<file path="src/rtl/dmem_arbiter_pkg.sv">
// dmem_arbiter_pkg
// Shared definitions for the DMEM arbiter: grant encoding, arbiter FSM
// state encoding, conflict counter width and the DMEM geometry defaults.
// The geometry defaults must track the DMEM macro so the arbiter and the
// memory agree without per-instance overrides.

package dmem_arbiter_pkg;

   localparam int DMEM_ADDR_W = 11;
   localparam int DMEM_DATA_W = 32;

   localparam int CNT_W = 16;
   localparam logic [CNT_W-1:0] CNT_MAX = '1;

   typedef enum logic [1:0] {
      GNT_NONE = 2'd0,
      GNT_CPU  = 2'd1,
      GNT_DBG  = 2'd2
   } grant_e;

   typedef enum logic {
      ST_ARB     = 1'b0,
      ST_DBG_ACK = 1'b1
   } state_e;

   function automatic logic [CNT_W-1:0] sat_inc(input logic [CNT_W-1:0] v);
      return (v == CNT_MAX) ? v : v + 1'b1;
   endfunction

endpackage

</file>
<file path="src/rtl/dmem_arbiter.sv">
// dmem_arbiter
// Shares one single-port DMEM between the CPU (single-cycle access, stalled
// on conflict) and a debug/loader port (request held until a one-cycle ack).
//
// state    | meaning
// ---------+---------------------------------------------------------------
// ARB      | arbitrate cpu_req / dbg_req, alternate on conflict
// DBG_ACK  | debug access done last cycle; pulse dbg_ack, serve CPU only
//
// Ports
//   clk_in, reset        clock, synchronous active-high reset
//   cpu_*                CPU request side; cpu_rdata combinational,
//                        cpu_stall when the CPU request is not served
//   dbg_*                debug request side; dbg_rdata registered,
//                        dbg_ack one-cycle completion pulse
//   dm_*                 DMEM strobes, address, write data, read data in
//   conflict_cnt         saturating count of CPU stall cycles

module dmem_arbiter
   import dmem_arbiter_pkg::*;
#(
   parameter int ADDR_W = DMEM_ADDR_W,
   parameter int DATA_W = DMEM_DATA_W
) (
   input  logic              clk_in,
   input  logic              reset,
   input  logic              cpu_req,
   input  logic              cpu_we,
   input  logic [ADDR_W-1:0] cpu_addr,
   input  logic [DATA_W-1:0] cpu_wdata,
   output logic [DATA_W-1:0] cpu_rdata,
   output logic              cpu_stall,
   input  logic              dbg_req,
   input  logic              dbg_we,
   input  logic [ADDR_W-1:0] dbg_addr,
   input  logic [DATA_W-1:0] dbg_wdata,
   output logic [DATA_W-1:0] dbg_rdata,
   output logic              dbg_ack,
   output logic              dm_ena,
   output logic              dm_w,
   output logic              dm_r,
   output logic [ADDR_W-1:0] dm_addr,
   output logic [DATA_W-1:0] dm_wdata,
   input  logic [DATA_W-1:0] dm_rdata,
   output logic [CNT_W-1:0]  conflict_cnt
);

   state_e            state_q, state_d;
   grant_e            last_grant_q, last_grant_d;
   grant_e            grant;
   logic [DATA_W-1:0] dbg_rdata_q, dbg_rdata_d;
   logic [CNT_W-1:0]  conflict_cnt_q, conflict_cnt_d;

   always_ff @(posedge clk_in) begin
      if (reset) begin
         state_q        <= ST_ARB;
         last_grant_q   <= GNT_DBG;
         dbg_rdata_q    <= '0;
         conflict_cnt_q <= '0;
      end else begin
         state_q        <= state_d;
         last_grant_q   <= last_grant_d;
         dbg_rdata_q    <= dbg_rdata_d;
         conflict_cnt_q <= conflict_cnt_d;
      end
   end

   // Grant decision and next state. Reset holds the grant at NONE so the
   // memory sees no strobe while the arbiter is being cleared.
   always_comb begin
      grant        = GNT_NONE;
      state_d      = state_q;
      last_grant_d = last_grant_q;
      if (!reset) begin
         case (state_q)
            ST_ARB: begin
               if (cpu_req && dbg_req) begin
                  grant = (last_grant_q == GNT_CPU) ? GNT_DBG : GNT_CPU;
               end else if (cpu_req) begin
                  grant = GNT_CPU;
               end else if (dbg_req) begin
                  grant = GNT_DBG;
               end
            end
            ST_DBG_ACK: begin
               // dbg_req is still high here; it belongs to the access
               // already served, so only the CPU can be granted.
               if (cpu_req) begin
                  grant = GNT_CPU;
               end
               state_d = ST_ARB;
            end
            default: state_d = ST_ARB;
         endcase

         if (grant == GNT_DBG) begin
            state_d      = ST_DBG_ACK;
            last_grant_d = GNT_DBG;
         end else if (grant == GNT_CPU) begin
            last_grant_d = GNT_CPU;
         end
      end
   end

   // Kept apart from the grant process: dm_rdata returns through the
   // memory from dm_addr, which itself depends on the grant.
   always_comb begin
      dbg_rdata_d = dbg_rdata_q;
      if (grant == GNT_DBG && !dbg_we) begin
         dbg_rdata_d = dm_rdata;
      end
   end

   always_comb begin
      dm_ena   = 1'b0;
      dm_w     = 1'b0;
      dm_r     = 1'b0;
      dm_addr  = '0;
      dm_wdata = '0;
      case (grant)
         GNT_CPU: begin
            dm_ena   = 1'b1;
            dm_w     = cpu_we;
            dm_r     = !cpu_we;
            dm_addr  = cpu_addr;
            dm_wdata = cpu_wdata;
         end
         GNT_DBG: begin
            dm_ena   = 1'b1;
            dm_w     = dbg_we;
            dm_r     = !dbg_we;
            dm_addr  = dbg_addr;
            dm_wdata = dbg_wdata;
         end
         default: ;
      endcase
   end

   always_comb begin
      cpu_stall = cpu_req && !reset && (grant != GNT_CPU);
      cpu_rdata = (grant == GNT_CPU) ? dm_rdata : '0;
      dbg_ack   = (state_q == ST_DBG_ACK) && !reset;
   end

   always_comb begin
      conflict_cnt_d = conflict_cnt_q;
      if (cpu_stall) begin
         conflict_cnt_d = sat_inc(conflict_cnt_q);
      end
   end

   assign dbg_rdata    = dbg_rdata_q;
   assign conflict_cnt = conflict_cnt_q;

endmodule
</file>
<file path="config.mk">
export PLATFORM = sky130hd
export DESIGN_NAME = dmem_arbiter
export DESIGN_NICKNAME = d
export VERILOG_FILES = /design/src/rtl/dmem_arbiter_pkg.sv /design/src/rtl/dmem_arbiter.sv
export SDC_FILE = /design/constraint.sdc
export NUM_CORES = 1
export LEC_CHECK = 0
export CAP_MARGIN = 15
export CORE_AREA = 2 2 103 105
export DETAILED_ROUTE_END_ITERATION = 6
export DIE_AREA = 0 0 105 107
export PLACE_DENSITY_LB_ADDON = 0.1
export SYNTH_ARGS = -nofsm -noshare
export SYNTH_HDL_FRONTEND = slang
export SYNTH_SLANG_ARGS = --single-unit
</file>
<file path="constraint.sdc">
create_clock -name clk_in -period 2.7 [get_ports clk_in]
set_clock_uncertainty 0.15 [all_clocks]
set_input_delay 0.54 -clock clk_in [delete_from_list [all_inputs] [get_ports clk_in]]
set_output_delay 0.54 -clock clk_in [all_outputs]
set_load 0.005 [all_outputs]
</file>
Word-level counts from Yosys, hierarchy flattened
Cells that the tools add are included.
Storage, ports and cells
  register bits after elaboration: 51
  output and inout bits: 128
  logic and storage cells: 40
  input port bits: 124
Operators by class
  mux-type cells: 15
  add/sub/neg operators: 1
  equal/unequal tests: 7
  bitwise operators: 2
  reduce and logical (&&, ||, !) cells: 11
Operator list (number)
  $pmux W32 S2: 1
  $mux W32: 1
  $pmux W11 S2: 1
  $add A16 B1 Y16 const B: 1
  $eq A16 B16 Y1 const B: 1
  $mux W2: 6
  $eq A2 B1 Y1 const B: 3
  $logic_and A1 B1 Y1: 5
  $eq A2 B2 Y1 const B: 2
  $pmux W1 S2: 2
  $pmux W2 S2: 1
  $reduce_or A2 Y1: 2
  $logic_not A1 Y1: 3
  $mux W1: 3
  $ne A2 B1 Y1 const B: 1
  $not A1 Y1: 2
  $reduce_and A2 Y1: 1

Logic depth before layout (Yosys ltp)
Gate-level depths: netlist of run 1.
  depth after elaboration: 9
  gate-level depth with buffers: 11
  gate-level depth less buffers: 9

Worst setup path after synthesis of run 1
OpenSTA, ideal clock, no wires.
  path type: input to register
  start point: input port reset
  end point: register conflict_cnt_q[9] (netlist: conflict_cnt[9])
  cell stages on the path: 9
  slack: -0.271 ns
  buffers on the path: 2
  required time: 2.429 ns
  library setup time: 0.121 ns
  data arrival time: 2.701 ns
  cell sequence: buf_2 -> nor3_1 -> inv_1 -> ha_1 -> or3b_4 -> or3_4 -> buf_6 -> nor4b_1 -> mux2_2
On the way
  cells in the longest elaborated chain, start to end: 4
  elaborated cells between the ends (all ways): 6
  those cells by class: eq/ne (1); mux (1); reduce/logical (4)
Ends and longest elaborated chain
  start: declaration: line dmem_arbiter.sv:26  | input logic reset,
  $mux W2 / $logic_not A1 Y1 (equally long branches): line dmem_arbiter.sv:74, dmem_arbiter.sv:140
  $ne A2 B1 Y1 / $logic_and A1 B1 Y1 (equally long branches): line dmem_arbiter.sv:140  | cpu_stall = cpu_req && !reset && (grant != GNT_CPU);
  $logic_and A1 B1 Y1: line dmem_arbiter.sv:140
  $reduce_and A2 Y1 (no source line)
  end signal: assignment: line dmem_arbiter.sv:64  | conflict_cnt_q <= conflict_cnt_d;
  end: declaration: line dmem_arbiter.sv:52  | logic [CNT_W-1:0] conflict_cnt_q, conflict_cnt_d;
Several ways; a longest one is shown, not always the timed one.
A chain may end at the register's enable or synchronous reset.

Worst setup path in the final report of run 1
  start point: register last_grant_q[1]
  end point: register conflict_cnt_q[13] (netlist: conflict_cnt[13])
On the way
  cells in the longest elaborated chain, start to end: 9
Ends and longest elaborated chain
  start: declaration: line dmem_arbiter.sv:49  | grant_e last_grant_q, last_grant_d;
  start signal: assignment: line dmem_arbiter.sv:62  | last_grant_q <= last_grant_d;
  $eq A2 B1 Y1: line dmem_arbiter.sv:78  | grant = (last_grant_q == GNT_CPU) ? GNT_DBG : GNT_CPU;
  $mux W2: line dmem_arbiter.sv:78
  $mux W2: line dmem_arbiter.sv:77  | if (cpu_req && dbg_req) begin
  $pmux W2 S2: line dmem_arbiter.sv:75  | case (state_q)
  $mux W2 (2 in series): line dmem_arbiter.sv:74  | if (!reset) begin
  $ne A2 B1 Y1: line dmem_arbiter.sv:140
  $logic_and A1 B1 Y1: line dmem_arbiter.sv:140
  $reduce_and A2 Y1 (no source line)
No other way between the ends. The select of a mux whose other input is x is not followed.

==> results of run 1 <==
[through the flow]
stage          TNS, ns  utilization (%)  setup slack [ns]
3_3_place_gp    -46.27             56.1            -0.636
3_5_place_dp    -50.98             56.1            -0.714
6_report        -0.964             65.3            -0.160
4_1_cts          -1.77             64.6            -0.187
5_1_grt          -5.17             65.3            -0.236
2_1_floorplan   -0.334                -            -0.109
[state kept, by name (all words and copies together) (netlist names)]
name / flops
conflict_cnt: 16
dbg_rdata: 32
last_grant_q: 2
state_q: 1
[power breakdown]
part | total [uW] | internal (uW) | switching (uW)
registers | 774 | 765 | 8.55
logic | 650 | 402 | 247
clock network | 540 | 276 | 264
[cell type report]
| cell class | instances | area [um2] |
|---|---|---|
| Fill cell | 888 | 3500 |
| Timing Repair Buffer | 314 | 3100 |
| Multi-Input combinational cell | 302 | 2150 |
| Sequential cell | 51 | 1020 |
| Tap cell | 136 | 170 |
| Clock buffer | 5 | 68.8 |
| Clock inverter | 3 | 43.8 |
| Inverter | 9 | 33.8 |
[synthesized netlist by cell type, drive strengths merged]
master	count	share of area (%)
mux2	1	0.39
or2	1	0.22
inv	9	1.2
ha	3	1.3
or4	6	1.6
nor2	47	6.1
nor3	3	0.52
or3	3	0.83
o311ai	4	1.2
nand2b	4	0.87
buf	13	2.3
nand3b	1	0.26
o21ai	5	0.87
o41ai	5	1.5
and2	33	7.2
nand3	5	0.87
a22oi	44	12
nand4	4	0.87
and3	3	0.65
mux2i	1	0.35
or3b	2	0.70
o31ai	6	1.6
nor2b	5	1.1
nor4	2	0.65
dfxtp	51	36
clkbuf	22	2.9
nand2	68	8.9
nor4b	1	0.31
a21oi	44	7.7
[logic make-up after synthesis]
| logic type | synth area share [%] |
|---|---|
| buffers and inverters | 6.36 |
| AOI/OAI and AO/OA | 24.4 |
| muxes | 0.741 |
| DFF | 35.6 |
| adders and majority gates | 1.31 |
| and+or+nand+nor | 31.6 |
[worst max path at each step]
stage / startpoint / endpoint / slack, ns / depth (start not counted)
3_5_place_dp: cpu_req / conflict_cnt[11] / -0.71 / 9
3_3_place_gp: cpu_req / conflict_cnt[11] / -0.64 / 9
5_1_grt: last_grant_q[1] / conflict_cnt[13] / -0.24 / 11
6_report: last_grant_q[1] / conflict_cnt[13] / -0.16 / 11
4_1_cts: last_grant_q[1] / conflict_cnt[5] / -0.19 / 10
2_1_floorplan: cpu_req / conflict_cnt[9] / -0.11 / 9
[worst min-delay path, delay by kind of cell, from the launching register on]
kind / cells / cell delay, ns
flops: 1 / 0.32
simple gates: 1 / 0.05
compound gates: 1 / 0.05
[placed cells by master, fill, tap and decap left out, drive strengths merged, types with 2 or more instances in the layout]
master,count
inv,9
clkdlybuf4s15,24
or4,6
dfxtp,51
and3,3
clkdlybuf4s50,169
a21oi,44
nand2b,4
ha,3
or3b,2
buf,117
a22oi,44
nor2b,5
o21ai,5
o41ai,5
clkinv,2
nor3,3
o311ai,4
nand4,4
and2,33
clkbuf,7
nand2,68
nand3,5
o31ai,6
nor2,47
nor4,2
or3,4
[repair_timing]
item / CTS / global route
gates resized for setup: 371 / 43
buffers inserted: 32 / 9
pin swaps: 31 / 36
gates cloned: 12 / 1
setup endpoints to repair: 90 / 93
[routing by layer]
metal	GRT usage, %	wire (um)	vias up
li1	-	-	1958
met1	30.7	6260	1944
met2	46.2	7760	145
met3	5.23	951	11
met4	4.29	154	0
met5	0	0	-
==> results.ini, run 1 <==
[drt]
drt_iter0_drc = 137
viasPerCell = 4.95
drc = 0
wire_per_inst_um = 18.4
first_pass_iters = 4
drtAntennaViolNets = 0
vias = 4058
wl_um = 15100

[floorplan]
dieWidth_um = 105
std_cell_rows = 37
coreArea_um2 = 10100
start_util_pct = 28.4
io_pins = 252
fp.dieArea_um2 = 11200
die_h_um = 107

[clocking]
cts_buffers = 5
cts_tree = yes
clk_transition_reported_paths_ns = 0.10
root_buffer = clkbuf_8
holdBufCountCts = 0
cts.sinks = 51
cts_max_level = 2
cts_buffer_depth = 2
clkLatencyLatePin_ns = 0.31

[sta]
hold_slack_ns = 0.307
setup_slack_ns = -0.160
max_slew.worst_pin.slew_ns = 1.16
min_period_over_period_pct = 106
layout_min_cycle_time_ns = 2.86
drv_slew = 0
fmax_ghz = 0.350
max_slew_margin_pct = 21.9
setup_viol = 40
hold_viol_final = 0
rsz0062_at_grt = true

[cells_and_area]
drive_above_1_share_pct = 31.0
final_cell_area_um2 = 6600
fin_cells = 820
diodes = 0
nets = 810
area_delta_synth_final_pct = 130

[power_and_ir_drop]
leakagePower_uw = 0.00249
peakVddDrop_v = 0.000281
p_per_area_nw_per_um2 = 298
totalPowerFinal_uw = 1960

[worst_setup_path]
reg2regPathDepth = 11
critPathTopFamily = simple AND/OR/NAND/NOR gates
cp_max_fo = 5
crit_slowest_cell = or4_4
crit_required_ns = 2.80
critPathCaptureType = register
crit_path_start_kind = register
crit_arrival_ns = 2.96
regToRegEndpoint = conflict_cnt[13]
path_common_cell = buf_6
r2r_slack_ns = -0.16
critPathMaxStageDelay_ns = 0.44
critPathKind = register to register
crit_buf_inv = 3
r2r_start = last_grant_q[1]
path_cells = nand2b_4, and2_4, nor3_4, inv_2, ha_4, buf_6, or3b_4, buf_6, or3_4, or4_4, a21oi_2

[placement]
dpl.cell_count = 771
portBuffers = 251
dpl-instance-area_um2 = 5670
finalWeightedCongestion = 0.834
dp_hpwl_um = 9880

[min_path]
hp-class = register to register
worstHoldStart = dbg_rdata[4]
hold_depth = 2
min_to = dbg_rdata[4]

[synth]
synth_area_um2 = 2870
synth-seq-cells = 51
yosysSeqAreaShare_pct = 35.6
avgSynthCellArea_um2 = 7.25
netlist_instances = 396
synth_cell_type_count = 34
yosys_warnings = 0
syn_nets = 523

[grt]
grt_pass1_vias = 3998
grt_first_pass_wirelength_um = 22500
grt_use_total_pct = 25.2
grt_max_degree = 45
antenna_found_initial = 0
overflow = 0

[outcome]
status = finished with violations
violations = setup timing

[flow_run]
max_cap_viol_count = 0

No activity file was read; power rests on OpenSTA's default activity.
==> inputs of run 2 (changes only) <==
--- a/config.mk
+++ b/config.mk
@@ -13,3 +13,4 @@
 export SYNTH_ARGS = -nofsm -noshare
 export SYNTH_HDL_FRONTEND = slang
 export SYNTH_SLANG_ARGS = --single-unit
+export TNS_END_PERCENT = 20
==> run 2 against run 1 <==
  * The flow still finishes with violations (setup timing)
  * Worst hold slack worse by 0.00069 ns
  * Non-clock buffer count down 13
  * Largest power group unchanged
  * Critical path depth grew 2
  * Critical path type is now register to output port
  * Final area shrank 8.5%
  * Final cell count shrank 1.5%
==> results.ini, run 2 (same netlist as run 1, synthesis figures left out) <==
[worst_setup_path]
crit_buf_inv = 7  ; was 3
critPathCaptureType = output port  ; was register
critPathKind = register to output port  ; was register to register
crit_required_ns = 2.01  ; was 2.80 ns
critPathTopFamily = buffers and inverters  ; was simple AND/OR/NAND/NOR gates
path_common_cell = buf_6  ; unchanged
critPathMaxStageDelay_ns = 0.34  ; was 0.44 ns
crit_slowest_cell = dfxtp_2  ; was or4_4
path_cells = nand2b_4, and2_4, nor3_4, buf_6, ha_4, buf_6, buf_12, buf_12, buf_8, buf_6, a22oi_2, nor2_1, buf_2  ; was nand2b_4, and2_4, nor3_4, inv_2, ha_4, buf_6, or3b_4, buf_6, or3_4, or4_4, a21oi_2
crit_arrival_ns = 2.13  ; was 2.96 ns
crit_path_start_kind = register  ; unchanged
cp_max_fo = 8  ; was 5

[min_path]
hp-class = register to register  ; unchanged

[clocking]
root_buffer = clkbuf_8  ; unchanged
cts.sinks = 51  ; unchanged
cts_buffers = 5  ; unchanged
clk_transition_reported_paths_ns = 0.10  ; about the same
cts_buffer_depth = 2  ; unchanged
cts_max_level = 2  ; unchanged
cts_tree = yes  ; unchanged
clkLatencyLatePin_ns = 0.29  ; was 0.31 ns

[cells_and_area]
nets = 798  ; was 810
largest_register_ffs = 32  ; unchanged
fin_util_pct = 59.8  ; was 65.3%
final_common_cell = clkdlybuf4s50_1  ; unchanged
final_cell_mix = clkdlybuf4s50_1, nand2_1, dfxtp_1, nor2_1, buf_2  ; was clkdlybuf4s50_1, nand2_1, buf_2, dfxtp_1, nor2_1
area_delta_synth_final_pct = 110  ; was 130%
diodes = 0  ; unchanged
fin_cells = 808  ; was 820
drive_above_1_share_pct = 28.3  ; was 31.0%

[drt]
drt_iter0_drc = 171  ; was 137
vias = 3946  ; was 4058
drtAntennaViolNets = 0  ; unchanged
drc = 0  ; unchanged
wl_um = 13800  ; was 15100 um
viasPerCell = 4.88  ; was 4.95
first_pass_iters = 5  ; was 4
wire_per_inst_um = 17.1  ; was 18.4 um

[floorplan]
coreArea_um2 = 10100  ; unchanged
dieWidth_um = 105  ; unchanged
fp.dieArea_um2 = 11200  ; unchanged
start_util_pct = 28.4  ; unchanged
die_h_um = 107  ; unchanged
io_pins = 252  ; unchanged
std_cell_rows = 37  ; unchanged

[sta]
min_period_over_period_pct = 105  ; was 106%
fmax_ghz = 0.354  ; was 0.350 GHz
max_slew.worst_pin.slew_ns = 0.679  ; was 1.16 ns
setup_viol = 33  ; was 40
tns_ns = -1.65  ; was -0.964 ns
max_slew_margin_pct = 54.4  ; was 21.9%
drv_slew = 0  ; unchanged
rsz0062_at_grt = true  ; unchanged
hold_viol_final = 0  ; unchanged
setup_slack_ns = -0.122  ; was -0.160 ns
layout_min_cycle_time_ns = 2.82  ; was 2.86 ns

[grt]
grt_max_degree = 43  ; was 45
antenna_found_initial = 0  ; unchanged
grt_first_pass_wirelength_um = 20600  ; was 22500 um
grt_pass1_vias = 3685  ; was 3998
overflow = 0  ; unchanged
grt_use_total_pct = 22.8  ; was 25.2%

[placement]
dp_hpwl_um = 10400  ; was 9880 um
finalWeightedCongestion = 0.877  ; was 0.834
portBuffers = 251  ; unchanged
dpl.cell_count = 778  ; was 771

[outcome]
violations = setup timing  ; unchanged
status = finished with violations  ; unchanged

[power_and_ir_drop]
peakVddDrop_v = 0.000274  ; was 0.000281 V
leakagePower_uw = 0.00236  ; was 0.00249 uW
p_per_area_nw_per_um2 = 298  ; about the same

[flow_run]
max_cap_viol_count = 0  ; unchanged

[run 2: changes by cell type in the layout (fill, tap and decap cells not counted), moves of 4 or more]
cell             before  now
clkbuf_2              1   26
clkdlybuf4s15_1      24    1
a22oi_1               2   22
a22oi_2              42   22
buf_2                54   43
buf_6                18    8
buf_4                23   28
clkdlybuf4s15_2       0    5
o311ai_0              0    4
[run 2: worst min-delay path, stage by stage (launching register included)]
cell	delay (ns)
dfxtp_1	0.32
nand2_1	0.05
a21oi_1	0.05
[run 2: metal layers]
metal  global-route usage (%)  routed length, um  up-vias
met5                        0                  0        -
met4                     4.10                148        0
met3                     5.47                863       10
met2                     40.4               7050      149
met1                     28.2               5760     1852
li1                         -                  -     1935
[run 2: where the power goes]
group	internal (uW)	total [uW]	leakage [uW]	switching [uW]
clock network	233	471	0.0000505	237
registers	765	774	0.000413	8.40
logic	344	556	0.00190	211
[run 2: path summary, 6_finish.rpt]
kind	from	endpoint	slack [ns]	cells after the start
setup / recovery	last_grant_q[1]	dm_addr[9]	-0.12	13
hold / removal	dbg_rdata[13]	dbg_rdata[13]	0.31	2
setup reg to reg	last_grant_q[1]	conflict_cnt[7]	-0.09	10
hold reg to reg	dbg_rdata[13]	dbg_rdata[13]	0.31	2
[run 2: metrics by stage]
| step | hold WS [ns] | power, uW | worst slack [ns] | area [um2] |
|---|---|---|---|---|
| floorplan | 0.303 | 935 | -0.109 | 2900 |
| global placement | 0.291 | 1300 | -0.632 | 5740 |
| detailed placement | 0.296 | 1310 | -0.716 | 5740 |
| CTS | 0.309 | 1800 | -0.192 | 5990 |
| global route | 0.327 | 1890 | -0.242 | 6040 |
| finish | 0.307 | 1800 | -0.122 | 6040 |
[run 2: repair_timing]
| item | 4_1_cts | 5_1_grt |
|---|---|---|
| gates cloned | 3 | 1 |
| endpoints found under the setup margin | 90 | 91 |
| buffers inserted | 11 | 9 |
| pin swaps | 20 | 28 |
| hold buffers | 0 | 0 |
| gates resized for setup | 264 | 81 |
[run 2: layout make-up]
class,count,area (um2)
clock buffers,7,96.3
clock inverters,1,7.51
well taps,136,170
inverters,9,33.8
flip-flops and latches,51,1020
fillers,951,4060
repair buffers,301,2770
multi-input cells,303,1940
==> inputs of run 3 (changes only) <==
--- a/config.mk
+++ b/config.mk
@@ -7,8 +7,10 @@
 export LEC_CHECK = 0
 export CAP_MARGIN = 15
 export CORE_AREA = 2 2 103 105
+export CTS_CLUSTER_SIZE = 10
 export DETAILED_ROUTE_END_ITERATION = 6
 export DIE_AREA = 0 0 105 107
+export MAX_ROUTING_LAYER = met4
 export PLACE_DENSITY_LB_ADDON = 0.1
 export SYNTH_ARGS = -nofsm -noshare
 export SYNTH_HDL_FRONTEND = slang
==> run 3 against run 2 <==
  * The flow still finishes with violations (setup timing)
  * Total power grew 0.23%
  * Worst hold slack barely moved
  * Setup slack got worse by 0.0037 ns
  * Routed wire length grew 0.27%
  * Final area unchanged
  * Register-to-register slack hardly changed
  * Sequential share of layout area did not move
  * Via count is 0.13% higher
  * Highest routed layer unchanged
==> results.ini, run 3 (same netlist as run 1, synthesis figures left out) <==
[grt]
overflow = 0  ; unchanged
grt_first_pass_wirelength_um = 20700  ; was 20600 um
antenna_found_initial = 0  ; unchanged
grt_pass1_vias = 3671  ; was 3685
grt_use_total_pct = 23.5  ; was 22.8%
grt_max_degree = 43  ; unchanged

[cells_and_area]
final_cell_area_um2 = 6040  ; unchanged
area_delta_synth_final_pct = 110  ; unchanged
nets = 798  ; unchanged
multiInputGateArea_um2 = 1930  ; was 1940 um2
final_common_cell = clkdlybuf4s50_1  ; unchanged
nFillCells = 951  ; unchanged
fin_cells = 808  ; unchanged
diodes = 0  ; unchanged
regArea_um2 = 1020  ; unchanged
drive_above_1_share_pct = 28.1  ; was 28.3%
final_cell_mix = clkdlybuf4s50_1, nand2_1, dfxtp_1, nor2_1, buf_2  ; unchanged
largest_register_ffs = 32  ; unchanged

[min_path]
hp-class = register to register  ; unchanged

[placement]
finalWeightedCongestion = 0.892  ; was 0.877
portBuffers = 251  ; unchanged
dpl-instance-area_um2 = 5740  ; unchanged
place_worst_setup_slack_ns = -0.716  ; unchanged
dp_hpwl_um = 10400  ; unchanged
dpl.cell_count = 778  ; unchanged

[worst_setup_path]
crit_required_ns = 2.01  ; about the same
critPathCaptureType = output port  ; unchanged
critPathKind = register to output port  ; unchanged
crit_arrival_ns = 2.14  ; was 2.13 ns
critPathTopFamily = buffers and inverters  ; unchanged
crit_buf_inv = 7  ; unchanged
critPathMaxStageDelay_ns = 0.34  ; about the same
path_cells = nand2b_4, and2_4, nor3_4, buf_6, ha_4, buf_6, buf_12, buf_12, buf_8, buf_6, a22oi_2, nor2_1, buf_2  ; unchanged
crit_slowest_cell = dfxtp_2  ; unchanged
path_common_cell = buf_6  ; unchanged
cp_max_fo = 8  ; unchanged
crit_path_start_kind = register  ; unchanged

[drt]
drt_iter0_drc = 166  ; was 171
vias = 3951  ; was 3946
viasPerCell = 4.89  ; was 4.88
wl_um = 13900  ; was 13800 um
drtAntennaViolNets = 0  ; unchanged
first_pass_iters = 5  ; unchanged
drc = 0  ; unchanged
wire_per_inst_um = 17.2  ; was 17.1 um

[clocking]
holdBufCountCts = 0  ; unchanged
cts_max_level = 2  ; unchanged
cts_tree = yes  ; unchanged
cts.sinks = 51  ; unchanged
root_buffer = clkbuf_8  ; unchanged
clkLatencyLatePin_ns = 0.29  ; about the same
clk_transition_reported_paths_ns = 0.09  ; was 0.10 ns
cts_buffer_depth = 2  ; unchanged
cts_buffers = 5  ; unchanged

[sta]
setup_viol = 34  ; was 33
fmax_ghz = 0.354  ; about the same
max_slew.worst_pin.slew_ns = 0.693  ; was 0.679 ns
layout_min_cycle_time_ns = 2.83  ; was 2.82 ns
min_period_over_period_pct = 105  ; about the same
rsz0062_at_grt = true  ; unchanged
max_slew_margin_pct = 53.5  ; was 54.4%
hold_viol_final = 0  ; unchanged
setup_slack_ns = -0.126  ; was -0.122 ns
drv_slew = 0  ; unchanged

[floorplan]
coreArea_um2 = 10100  ; unchanged
fp.dieArea_um2 = 11200  ; unchanged
start_util_pct = 28.4  ; unchanged
std_cell_rows = 37  ; unchanged
io_pins = 252  ; unchanged
dieWidth_um = 105  ; unchanged
die_h_um = 107  ; unchanged

[power_and_ir_drop]
leakagePower_uw = 0.00236  ; about the same
peakVddDrop_v = 0.000275  ; was 0.000274 V
p_per_area_nw_per_um2 = 299  ; was 298 nW/um2
totalPowerFinal_uw = 1800  ; about the same

[outcome]
violations = setup timing  ; unchanged
status = finished with violations  ; unchanged

[flow_run]
max_cap_viol_count = 0  ; unchanged

==> run 3: cell counts in the layout (fill, tap and decap cells not counted) <==
No cell type changed its count.
==> run 3: path summary, 6_finish.rpt <==
path | startpoint | to | slack [ns] | cells after the start
setup reg to reg | last_grant_q[1] | conflict_cnt[7] | -0.10 | 10
hold / removal | dbg_rdata[13] | dbg_rdata[13] | 0.31 | 2
setup / recovery | last_grant_q[1] | dm_addr[9] | -0.13 | 13
hold reg to reg | dbg_rdata[13] | dbg_rdata[13] | 0.31 | 2
==> run 3: final cells by class <==
type	instances	area share, %
Timing Repair Buffer	301	45.9
Clock inverter	1	0.124
Sequential cell	51	17.0
Clock buffer	7	1.60
Multi-Input combinational cell	303	32.0
Tap cell	136	2.82
Inverter	9	0.560
==> run 3: per-stage QoR <==
stage	utilization, %	hold WS [ns]	setup TNS, ns
final	59.8	0.307	-1.68
after global routing	59.8	0.327	-7.00
after CTS	59.4	0.309	-4.13
after detailed placement	56.9	0.296	-53.81
after global placement	56.9	0.291	-48.59
after floorplan	-	0.303	-0.528
==> run 3: metal layers <==
layer	vias to the layer above	routed length [um]	global-route usage [%]	part of all wire, %
li1	1939	-	-	-
met4	0	175	4.10	1.3
met1	1853	5910	28.7	43
met3	15	771	5.23	5.6
met2	144	7000	40.3	51
met5	-	0	-	0
==> run 3: repair_timing <==
item | 4_1_cts | 5_1_grt
pin swaps | 20 | 28
setup buffers | 11 | 9
gates resized for setup | 264 | 81
endpoints found under the setup margin | 90 | 91
cloned | 3 | 1
endpoints found under the hold margin | 0 | 0
==> run 3: where the power goes <==
part | total, uW | internal (uW) | switching [uW]
Combinational | 557 | 345 | 212
Clock | 473 | 233 | 240
Sequential | 774 | 765 | 8.40
==> run 3: worst reg2reg max path, stage by stage (launching register included) <==
cell      delay [ns]
dfxtp_2         0.33
nand2b_4        0.14
buf_4           0.14
o21ai_4         0.17
inv_2           0.06
ha_4            0.19
or3b_4          0.38
buf_6           0.14
or3_4           0.41
or4_4           0.49
a21oi_2         0.13
